## config.mk

```make
export PLATFORM = sky130hd
export DESIGN_NAME = master_port
export DESIGN_NICKNAME = d
export VERILOG_FILES = /design/src/rtl/master_port.sv
export SDC_FILE = /design/constraint.sdc
export NUM_CORES = 1
export LEC_CHECK = 0
export BUFFER_PORTS_ARGS = -buffer_cell sky130_fd_sc_hd__buf_4
export CORE_MARGIN = 3
export CORE_UTILIZATION = 40
export CTS_CLUSTER_DIAMETER = 200
export CTS_CLUSTER_SIZE = 25
export DETAILED_ROUTE_END_ITERATION = 10
export GPL_TIMING_DRIVEN = 0
export PLACE_DENSITY = 0.68
export SYNTH_ARGS = -nofsm -noshare
export SYNTH_HDL_FRONTEND = slang
export SYNTH_SLANG_ARGS = --single-unit
```

## constraint.sdc

```tcl
create_clock -name clk -period 4.7 [get_ports clk]
set_input_delay 0.47 -clock clk [delete_from_list [all_inputs] [get_ports clk]]
set_output_delay 0.47 -clock clk [all_outputs]
set_load 0.01 [all_outputs]
```

## src/rtl/master_port.sv

```systemverilog
// Serial system-bus master: wins the bus from the arbiter, shifts a latched request out on
// 1-bit lanes (MSB first), and collects read bytes returned by the slave.
module master_port #(
  parameter int unsigned ADDR_WIDTH  = 12,
  parameter int unsigned DATA_WIDTH  = 8,
  parameter int unsigned BURST_WIDTH = 13,
  parameter int unsigned SEL_WIDTH   = 3
) (
  input  logic                   clk,
  input  logic                   reset,
  input  logic [ADDR_WIDTH-1:0]  address,
  input  logic [DATA_WIDTH-1:0]  data,
  input  logic [BURST_WIDTH-1:0] burst_num,
  input  logic [SEL_WIDTH-1:0]   slave_select,
  input  logic [1:0]             instruction,
  input  logic                   approval_grant,
  input  logic                   busy,
  input  logic                   slave_ready,
  input  logic                   rx_done,
  input  logic                   slave_valid,
  input  logic                   rx_data,
  output logic                   approval_request,
  output logic                   tx_slave_select,
  output logic                   master_ready,
  output logic                   master_valid,
  output logic                   tx_address,
  output logic                   tx_data,
  output logic                   tx_burst_number,
  output logic                   tx_done,
  output logic                   write_en,
  output logic                   read_en,
  output logic                   new_rx,
  output logic [DATA_WIDTH-1:0]  received_data
);

  localparam int unsigned AddrCycles = (ADDR_WIDTH > BURST_WIDTH) ? ADDR_WIDTH : BURST_WIDTH;
  localparam int unsigned CntMax0    = (AddrCycles > DATA_WIDTH) ? AddrCycles : DATA_WIDTH;
  localparam int unsigned CntMax     = (CntMax0 > SEL_WIDTH) ? CntMax0 : SEL_WIDTH;
  localparam int unsigned CntWidth   = $clog2(CntMax + 1);

  typedef enum logic [2:0] {
    StIdle, StReq, StSel, StWaitRdy, StAddr, StWdata, StWack, StRdata
  } state_e;

  state_e                 state;
  logic                   is_write_q;
  logic [SEL_WIDTH-1:0]   sel_sh;
  logic [ADDR_WIDTH-1:0]  addr_sh;
  logic [BURST_WIDTH-1:0] burst_sh;
  logic [BURST_WIDTH-1:0] burst_q;
  logic [DATA_WIDTH-1:0]  data_sh;
  logic [DATA_WIDTH-2:0]  rx_sh;
  logic [CntWidth-1:0]    cnt;
  // One extra bit so the largest burst completes without wrapping.
  logic [BURST_WIDTH:0]   beat_cnt;

  always_ff @(posedge clk or negedge reset) begin
    if (!reset) begin
      state            <= StIdle;
      is_write_q       <= 1'b0;
      sel_sh           <= '0;
      addr_sh          <= '0;
      burst_sh         <= '0;
      burst_q          <= '0;
      data_sh          <= '0;
      rx_sh            <= '0;
      cnt              <= '0;
      beat_cnt         <= '0;
      approval_request <= 1'b0;
      tx_slave_select  <= 1'b0;
      master_ready     <= 1'b0;
      master_valid     <= 1'b0;
      tx_address       <= 1'b0;
      tx_data          <= 1'b0;
      tx_burst_number  <= 1'b0;
      tx_done          <= 1'b0;
      write_en         <= 1'b0;
      read_en          <= 1'b0;
      new_rx           <= 1'b0;
      received_data    <= '0;
    end else begin
      tx_done <= 1'b0;
      new_rx  <= 1'b0;
      // Losing the grant once the bus is owned drops the transfer silently.
      if (state != StIdle && state != StReq && !approval_grant) begin
        state            <= StIdle;
        approval_request <= 1'b0;
        tx_slave_select  <= 1'b0;
        master_ready     <= 1'b0;
        master_valid     <= 1'b0;
        tx_address       <= 1'b0;
        tx_data          <= 1'b0;
        tx_burst_number  <= 1'b0;
        write_en         <= 1'b0;
        read_en          <= 1'b0;
        received_data    <= '0;
      end else begin
        unique case (state)
          StIdle: begin
            if (instruction == 2'b01 || instruction == 2'b10) begin
              is_write_q       <= instruction[1];
              sel_sh           <= slave_select;
              addr_sh          <= address;
              burst_sh         <= burst_num;
              burst_q          <= burst_num;
              approval_request <= 1'b1;
              state            <= StReq;
            end
          end
          StReq: begin
            if (approval_grant && !busy) begin
              master_valid    <= 1'b1;
              tx_slave_select <= sel_sh[SEL_WIDTH-1];
              sel_sh          <= sel_sh << 1;
              cnt             <= '0;
              state           <= StSel;
            end
          end
          StSel: begin
            if (cnt == CntWidth'(SEL_WIDTH - 1)) begin
              master_valid    <= 1'b0;
              tx_slave_select <= 1'b0;
              master_ready    <= 1'b1;
              state           <= StWaitRdy;
            end else begin
              cnt             <= cnt + 1'b1;
              tx_slave_select <= sel_sh[SEL_WIDTH-1];
              sel_sh          <= sel_sh << 1;
            end
          end
          StWaitRdy: begin
            if (slave_ready) begin
              master_ready    <= 1'b0;
              master_valid    <= 1'b1;
              tx_address      <= addr_sh[ADDR_WIDTH-1];
              addr_sh         <= addr_sh << 1;
              tx_burst_number <= burst_sh[BURST_WIDTH-1];
              burst_sh        <= burst_sh << 1;
              write_en        <= is_write_q;
              read_en         <= ~is_write_q;
              cnt             <= '0;
              state           <= StAddr;
            end
          end
          StAddr: begin
            if (cnt == CntWidth'(AddrCycles - 1)) begin
              tx_address      <= 1'b0;
              tx_burst_number <= 1'b0;
              cnt             <= '0;
              beat_cnt        <= '0;
              if (is_write_q) begin
                state <= StWdata;
                if (slave_ready) begin
                  tx_data <= data[DATA_WIDTH-1];
                  data_sh <= data << 1;
                end else begin
                  master_valid <= 1'b0;
                end
              end else begin
                master_valid <= 1'b0;
                master_ready <= 1'b1;
                state        <= StRdata;
              end
            end else begin
              cnt             <= cnt + 1'b1;
              tx_address      <= addr_sh[ADDR_WIDTH-1];
              addr_sh         <= addr_sh << 1;
              tx_burst_number <= burst_sh[BURST_WIDTH-1];
              burst_sh        <= burst_sh << 1;
            end
          end
          StWdata: begin
            // master_valid low here means we are parked at a beat boundary.
            if (master_valid && cnt != CntWidth'(DATA_WIDTH - 1)) begin
              cnt     <= cnt + 1'b1;
              tx_data <= data_sh[DATA_WIDTH-1];
              data_sh <= data_sh << 1;
            end else if (master_valid && beat_cnt == {1'b0, burst_q}) begin
              master_valid <= 1'b0;
              tx_data      <= 1'b0;
              tx_done      <= 1'b1;
              state        <= StWack;
            end else begin
              if (master_valid) beat_cnt <= beat_cnt + 1'b1;
              cnt <= '0;
              if (slave_ready) begin
                master_valid <= 1'b1;
                tx_data      <= data[DATA_WIDTH-1];
                data_sh      <= data << 1;
              end else begin
                master_valid <= 1'b0;
                tx_data      <= 1'b0;
              end
            end
          end
          StWack: begin
            if (rx_done) begin
              write_en         <= 1'b0;
              approval_request <= 1'b0;
              state            <= StIdle;
            end
          end
          StRdata: begin
            if (slave_valid) begin
              rx_sh <= {rx_sh[DATA_WIDTH-3:0], rx_data};
              if (cnt == CntWidth'(DATA_WIDTH - 1)) begin
                cnt           <= '0;
                received_data <= {rx_sh, rx_data};
                new_rx        <= 1'b1;
                if (beat_cnt == {1'b0, burst_q}) begin
                  tx_done          <= 1'b1;
                  read_en          <= 1'b0;
                  master_ready     <= 1'b0;
                  approval_request <= 1'b0;
                  state            <= StIdle;
                end else begin
                  beat_cnt <= beat_cnt + 1'b1;
                end
              end else begin
                cnt <= cnt + 1'b1;
              end
            end
          end
          default: state <= StIdle;
        endcase
      end
    end
  end

endmodule

```

==> results of run 1 <==
logic make-up (layout without fill, tap and decap cells):
logic type | count (synthesis) | count (layout) | share of synthesized area, %
flops | 97 | 97 | 47.3
buf+inv | 43 | 122 | 3.44
mux | 42 | 42 | 8.46
fa+ha+maj | 4 | 4 | 0.975
simple gates | 202 | 202 | 19.1
compound gates | 141 | 141 | 17.7
xor+xnor | 18 | 18 | 3.07
Yosys cell counts, types with 7 or more instances:
cell,instances
mux2i_1,34
o22ai_1,7
inv_1,11
clkbuf_1,20
nand3_1,13
o21ai_0,51
o21ai_1,8
nand2_1,97
dfrtp_1,97
buf_2,12
xnor2_1,13
a2bb2oi_1,7
nor3_1,7
mux2_2,7
a21oi_1,22
o31ai_1,9
nor2_1,33
per-layer routing:
layer | up-vias | GRT usage (%) | share of wire, %
met5 | - | 0 | 0
met4 | 0 | 7.46 | 1.9
met3 | 19 | 4.32 | 5.9
met2 | 113 | 30.0 | 47
met1 | 2108 | 24.9 | 45
li1 | 2103 | - | -
area by class of cell:
cell class | instances | area (um^2)
plain buffers | 32 | 135
clock buffers | 13 | 270
clock inverters | 3 | 46.3
fillers | 1180 | 6130
inverters | 11 | 41.3
multi-input cells | 407 | 2530
flip-flops and latches | 97 | 2430
well taps | 168 | 210
repair buffers | 63 | 473
flip-flops by register name, indices dropped and copies added (netlist names), 3 cells and up:
signal and cells:
addr_sh 12, beat_cnt 14, burst_q 13, burst_sh 13, cnt 4, data_sh 8, received_data 8, rx_sh 7
sel_sh 3, state 3
worst max-delay path: stages (launching register included):
cell       delay, ns
dfrtp_1         0.40
ha_1            0.23
nand3b_1        0.15
or3_1           0.37
nor4_1          0.55
a31oi_2         0.30
a21boi_2        0.28
a2bb2oi_1       0.15
power breakdown:
part | switching [mW] | internal [mW]
combinational | 0.966 | 0.615
clock | 0.327 | 0.459
sequential | 0.149 | 1.10
metrics by stage:
step	setup WS [ns]	utilization, %	power (mW)	cell area, um^2
after floorplan	2.55	-	2.38	5130
after global placement	2.16	47.4	2.79	5810
after detailed placement	2.15	47.4	2.84	5810
after CTS	2.14	50.0	3.63	6130
after global routing	1.90	50.0	3.89	6130
final	2.14	50.0	3.61	6130
path summary, 6_finish.rpt:
path,from,end,slack (ns),cells after the start
max in group asynchronous,reset,received_data[6]$_DFFE_PN0P_,3.57,1
worst min register to register,burst_sh[3]$_DFFE_PN0P_,burst_sh[3]$_DFFE_PN0P_,0.49,2
worst max register to register,cnt[1]$_DFFE_PN0P_,data_sh[2]$_DFFE_PN0P_,2.14,7
worst max-delay path,cnt[1]$_DFFE_PN0P_,data_sh[2]$_DFFE_PN0P_,2.14,7
min in group asynchronous,reset,data_sh[2]$_DFFE_PN0P_,0.35,1
worst min-delay path,burst_num[2],burst_q[2]$_DFFE_PN0P_,0.32,3
==> out/metrics.yaml, run 1 <==
finClkSkew_ns: 0.00840
path_class: "reg2reg"
netlist_instances: 547
synthArstFlopShare_pct: 100
drc_errors: 0
start_util_pct: 41.8
fmax_mhz: 390
cts.repair.resized: 0
clock_sinks: 97
start_kind: "register"
hold_viol: 0
tns_ns: 0
hold_class: "in2reg"
die_area_mm2: 0.0142
setup_viol: 0
ios: 65
rsz0062_at_grt: "no"
ys_ff_latch: 97
post-route-period-util_pct: 54.5
clk_latency_ns: 0.35
syn-num-nets: 597
area_growth_syn_to_layout_pct: 19.5
core-area_mm2: 0.0123
drive_gt1_share_pct: 18.5
die_height_um: 119
ir_drop_v: 0.000277
clk_pin_slew_ns: 0.07
wl_per_cell_um: 16.3
stdcell_count: 794
drt_first_pass_iters: 4
cts_buffers: 9
drt-total-wl_mm: 13.0
worst_pin_slew_ns: 1.20
ant_nets: 0
cellPowerDensity_mw_per_mm2: 590
drtIter0Drc: 188
place.gp.congestion: 0.899
clock_path_buffers: 2
hpwl_mm: 9.49
die_w_um: 119
synthDistinctLibCells: 62
yosysTopAreaCell: "dfrtp_1"
synth.avg_cell_area_um2: 9.38
fin_crit_ns: 2.56
netlist.area_leader.share_pct: 47.3
ys.flop_type: "dfrtp_1"
cp-end-kind: "register"
grt_pass1_vias: 4299
synthTopCellsByArea: "dfrtp_1 (47%), nand2_1 (7.1%), mux2i_1 (6.6%)"
ys_seq_area_share_pct: 47.3
synth.cell_area_mm2: 0.00513
num_rows: 40
grt_overflow: 0
synth_warnings: 0
p_leak_nw: 2.88
relSlewSlack_pct: 19.8
antenna_found_initial: 0
ctsHtreeMaxLevel: 3
worstPathRequired_ns: 4.91
num_vias: 4343
max-cap-violations: 0
portBuffers: 63
globalRouteTotalUtil_pct: 18.8
finalHoldWorstSlack_ns: 0.325
ctsHoldBuffers: 0
grt_max_degree: 98
vias_per_cell: 5.47
dp.cells: 778
grt_pass1_wl_mm: 21.7
cts_root_buf: "clkbuf_16"
num_antenna_cells: 0
cts_setup_buffers: 0
final_cell_mix: "nand2_1 (97), dfrtp_1 (97), buf_4 (63), o21ai_0 (51), mux2i_1 (34)"
slew_violations: 0
worstPathMaxFanout: 8
synth_edf_count: 0
worstPathArrival_ns: 2.78
outcome: "finished, final reports clean"
layout.nets: 671
cts_tree: "done"
(Power assumes the default switching activity.)
==> inputs of run 2 (changes only) <==
==> constraint.sdc (replaced) <==
create_clock -name clk -period 2.36 [get_ports clk]
set_input_delay 0.236 -clock clk [delete_from_list [all_inputs] [get_ports clk]]
set_output_delay 0.236 -clock clk [all_outputs]
set_load 0.01 [all_outputs]
==> out/metrics.yaml, run 2 (same netlist as run 1, synthesis figures left out) <==
worstPathRequired_ns: 2.60  # was 4.91 ns
ir_drop_v: 0.000564  # was 0.000277 V
placedInstanceArea_mm2: 0.00581  # unchanged
final_common_cell: "nand2_1"
top_regs: "beat_cnt x14, burst_q x13, burst_sh x13"  # unchanged
clock_sinks: 97  # unchanged
path_class: "reg2reg"  # unchanged
postLayoutSetupSlackWorst_ns: -0.0948  # was 2.14 ns
stdcell_count: 804  # was 794
cts_tree: "done"  # unchanged
violations: "negative setup slack"
slowest_delay_ns: 0.58  # was 0.55 ns
num_rows: 40  # unchanged
cp-end-kind: "register"  # unchanged
drt_first_pass_iters: 5  # was 4
die_area_mm2: 0.0142  # unchanged
cts_buffers: 9  # unchanged
final_cell_mix: "nand2_1 (96), dfrtp_1 (92), buf_4 (73), o21ai_0 (50), mux2i_1 (34)"  # was nand2_1 (97), dfrtp_1 (97), buf_4 (63), o21ai_0 (51), mux2i_1 (34)
nFillCells: 1165  # was 1180
worstPathMaxFanout: 3  # was 8
worstPathArrival_ns: 2.69  # was 2.78 ns
place_ws_ns: -0.186  # was 2.15 ns
clk_pin_slew_ns: 0.07  # about the same
hold_viol: 0  # unchanged
ios: 65  # unchanged
relSlewSlack_pct: 20.2  # was 19.8%
drive_gt1_share_pct: 24.4  # was 18.5%
crit_family: "simple AND/OR/NAND/NOR gates"  # unchanged
drt-total-wl_mm: 13.3  # was 13.0 mm
hold_class: "in2reg"  # unchanged
area_growth_syn_to_layout_pct: 23.8  # was 19.5%
fmax_mhz: 407  # was 390 MHz
clk_latency_ns: 0.35  # about the same
antenna_found_initial: 0  # unchanged
ant_nets: 0  # unchanged
grt_max_degree: 98  # unchanged
globalRouteTotalUtil_pct: 19.0  # was 18.8%
outcome: "finished with violations"  # was finished, final reports clean
rsz0062_at_grt: "yes"  # was no
cellPowerDensity_mw_per_mm2: 1170  # was 590 mW/mm^2
grt_pass1_vias: 4327  # was 4299
clock_path_buffers: 2  # unchanged
setup_viol: 2  # was 0
p_leak_nw: 2.98  # was 2.88 nW
finClkSkew_ns: 0.00623  # was 0.00840 ns
num_antenna_cells: 0  # unchanged
regArea_mm2: 0.00243  # about the same
place.gp.congestion: 0.899  # unchanged
vias_per_cell: 5.48  # was 5.47
portBuffers: 63  # unchanged
total_power_mw: 7.45  # was 3.61 mW
crit_chain: "ha_2, nand3b_1, or4_4, nor4_4, nor3_2, or3_4, mux2_4"  # was ha_1, nand3b_1, or3_1, nor4_1, a31oi_2, a21boi_2, a2bb2oi_1
die_height_um: 119  # unchanged
drtIter0Drc: 213  # was 188
post-route-period-util_pct: 104  # was 54.5%
ctsHtreeMaxLevel: 3  # unchanged
num_vias: 4408  # was 4343
worst_pin_slew_ns: 1.20  # about the same
path_buf_inv: 0  # unchanged
start_util_pct: 41.8  # unchanged
largest_reg_flops: 14  # unchanged
final_cell_area_mm2: 0.00635  # was 0.00613 mm^2
max-cap-violations: 0  # unchanged
hpwl_mm: 9.49  # unchanged
core-area_mm2: 0.0123  # unchanged
drc_errors: 0  # unchanged
grt_overflow: 0  # unchanged
start_kind: "register"  # unchanged
grt_pass1_wl_mm: 21.8  # was 21.7 mm
slowest_stage: "or4_4"  # was nor4_1
die_w_um: 119  # unchanged
tns_ns: -0.171  # was 0 ns
dp.cells: 778  # unchanged
cts_root_buf: "clkbuf_16"  # unchanged
fin_crit_ns: 2.45  # was 2.56 ns
multi_input_area_mm2: 0.00265  # was 0.00253 mm^2
layout.nets: 681  # was 671
slew_violations: 0  # unchanged
top_register: "beat_cnt"  # unchanged
wl_per_cell_um: 16.6  # was 16.3 um
==> run 2: path summary, 6_finish.rpt <==
| path | from | to | slack [ns] | cells past startpoint |
|---|---|---|---|---|
| setup / recovery | cnt[1]$_DFFE_PN0P_ | master_ready$_DFFE_PN0P_ | -0.09 | 7 |
| hold / removal | burst_num[5] | burst_q[5]$_DFFE_PN0P_ | 0.09 | 3 |
| setup reg to reg | cnt[1]$_DFFE_PN0P_ | master_ready$_DFFE_PN0P_ | -0.09 | 7 |
| hold reg to reg | burst_sh[3]$_DFFE_PN0P_ | burst_sh[3]$_DFFE_PN0P_ | 0.48 | 2 |
| max in group asynchronous | reset | beat_cnt[7]$_DFFE_PN0P_ | 1.42 | 1 |
| min in group asynchronous | reset | data_sh[2]$_DFFE_PN0P_ | 0.12 | 1 |
==> run 2: stage by stage <==
stage                     utilization (%)  hold slack, ns
after floorplan                         -         -0.0596
after global routing                 51.8          0.0914
after CTS                            50.4          0.0797
after detailed placement             47.4           0.444
final                                51.8          0.0890
after global placement               47.4           0.442
==> run 2: report_power, final <==
part / internal, mW / total, mW / switching, mW / leakage [nW]
Combinational: 1.38 / 3.39 / 2.01 / 1.57
Clock: 0.914 / 1.56 / 0.648 / 0.152
Sequential: 2.19 / 2.50 / 0.309 / 1.26
==> run 2: what timing repair did <==
item / CTS / global route
hold buffers: 0 / 0
setup buffers: 1 / 9
resized for setup: 8 / 37
pin swaps: 2 / 8
endpoints found under the setup margin: 13 / 76
==> run 2: worst reg2reg max path, stage by stage, from the launching register on <==
cell      delay (ns)
dfrtp_1         0.40
ha_2            0.20
nand3b_1        0.18
or4_4           0.58
nor4_4          0.19
nor3_2          0.11
or3_4           0.40
mux2_4          0.30
==> run 2: area by class of cell <==
cell class | instances | area share (%)
clock buffer | 13 | 4.25
inverter | 11 | 0.650
tap | 168 | 3.31
clock inverter | 3 | 0.729
multi-input combinational | 407 | 41.7
timing repair buffer | 73 | 8.63
buffer | 32 | 2.38
sequential | 97 | 38.3
==> run 2: routing by layer <==
| metal | vias to the layer above | GRT usage (%) | wire length, um |
|---|---|---|---|
| met2 | 122 | 30.3 | 6270 |
| met1 | 2148 | 25.1 | 6040 |
| met5 | - | 0 | 0 |
| li1 | 2119 | - | - |
| met4 | 0 | 7.31 | 218 |
| met3 | 19 | 4.18 | 787 |
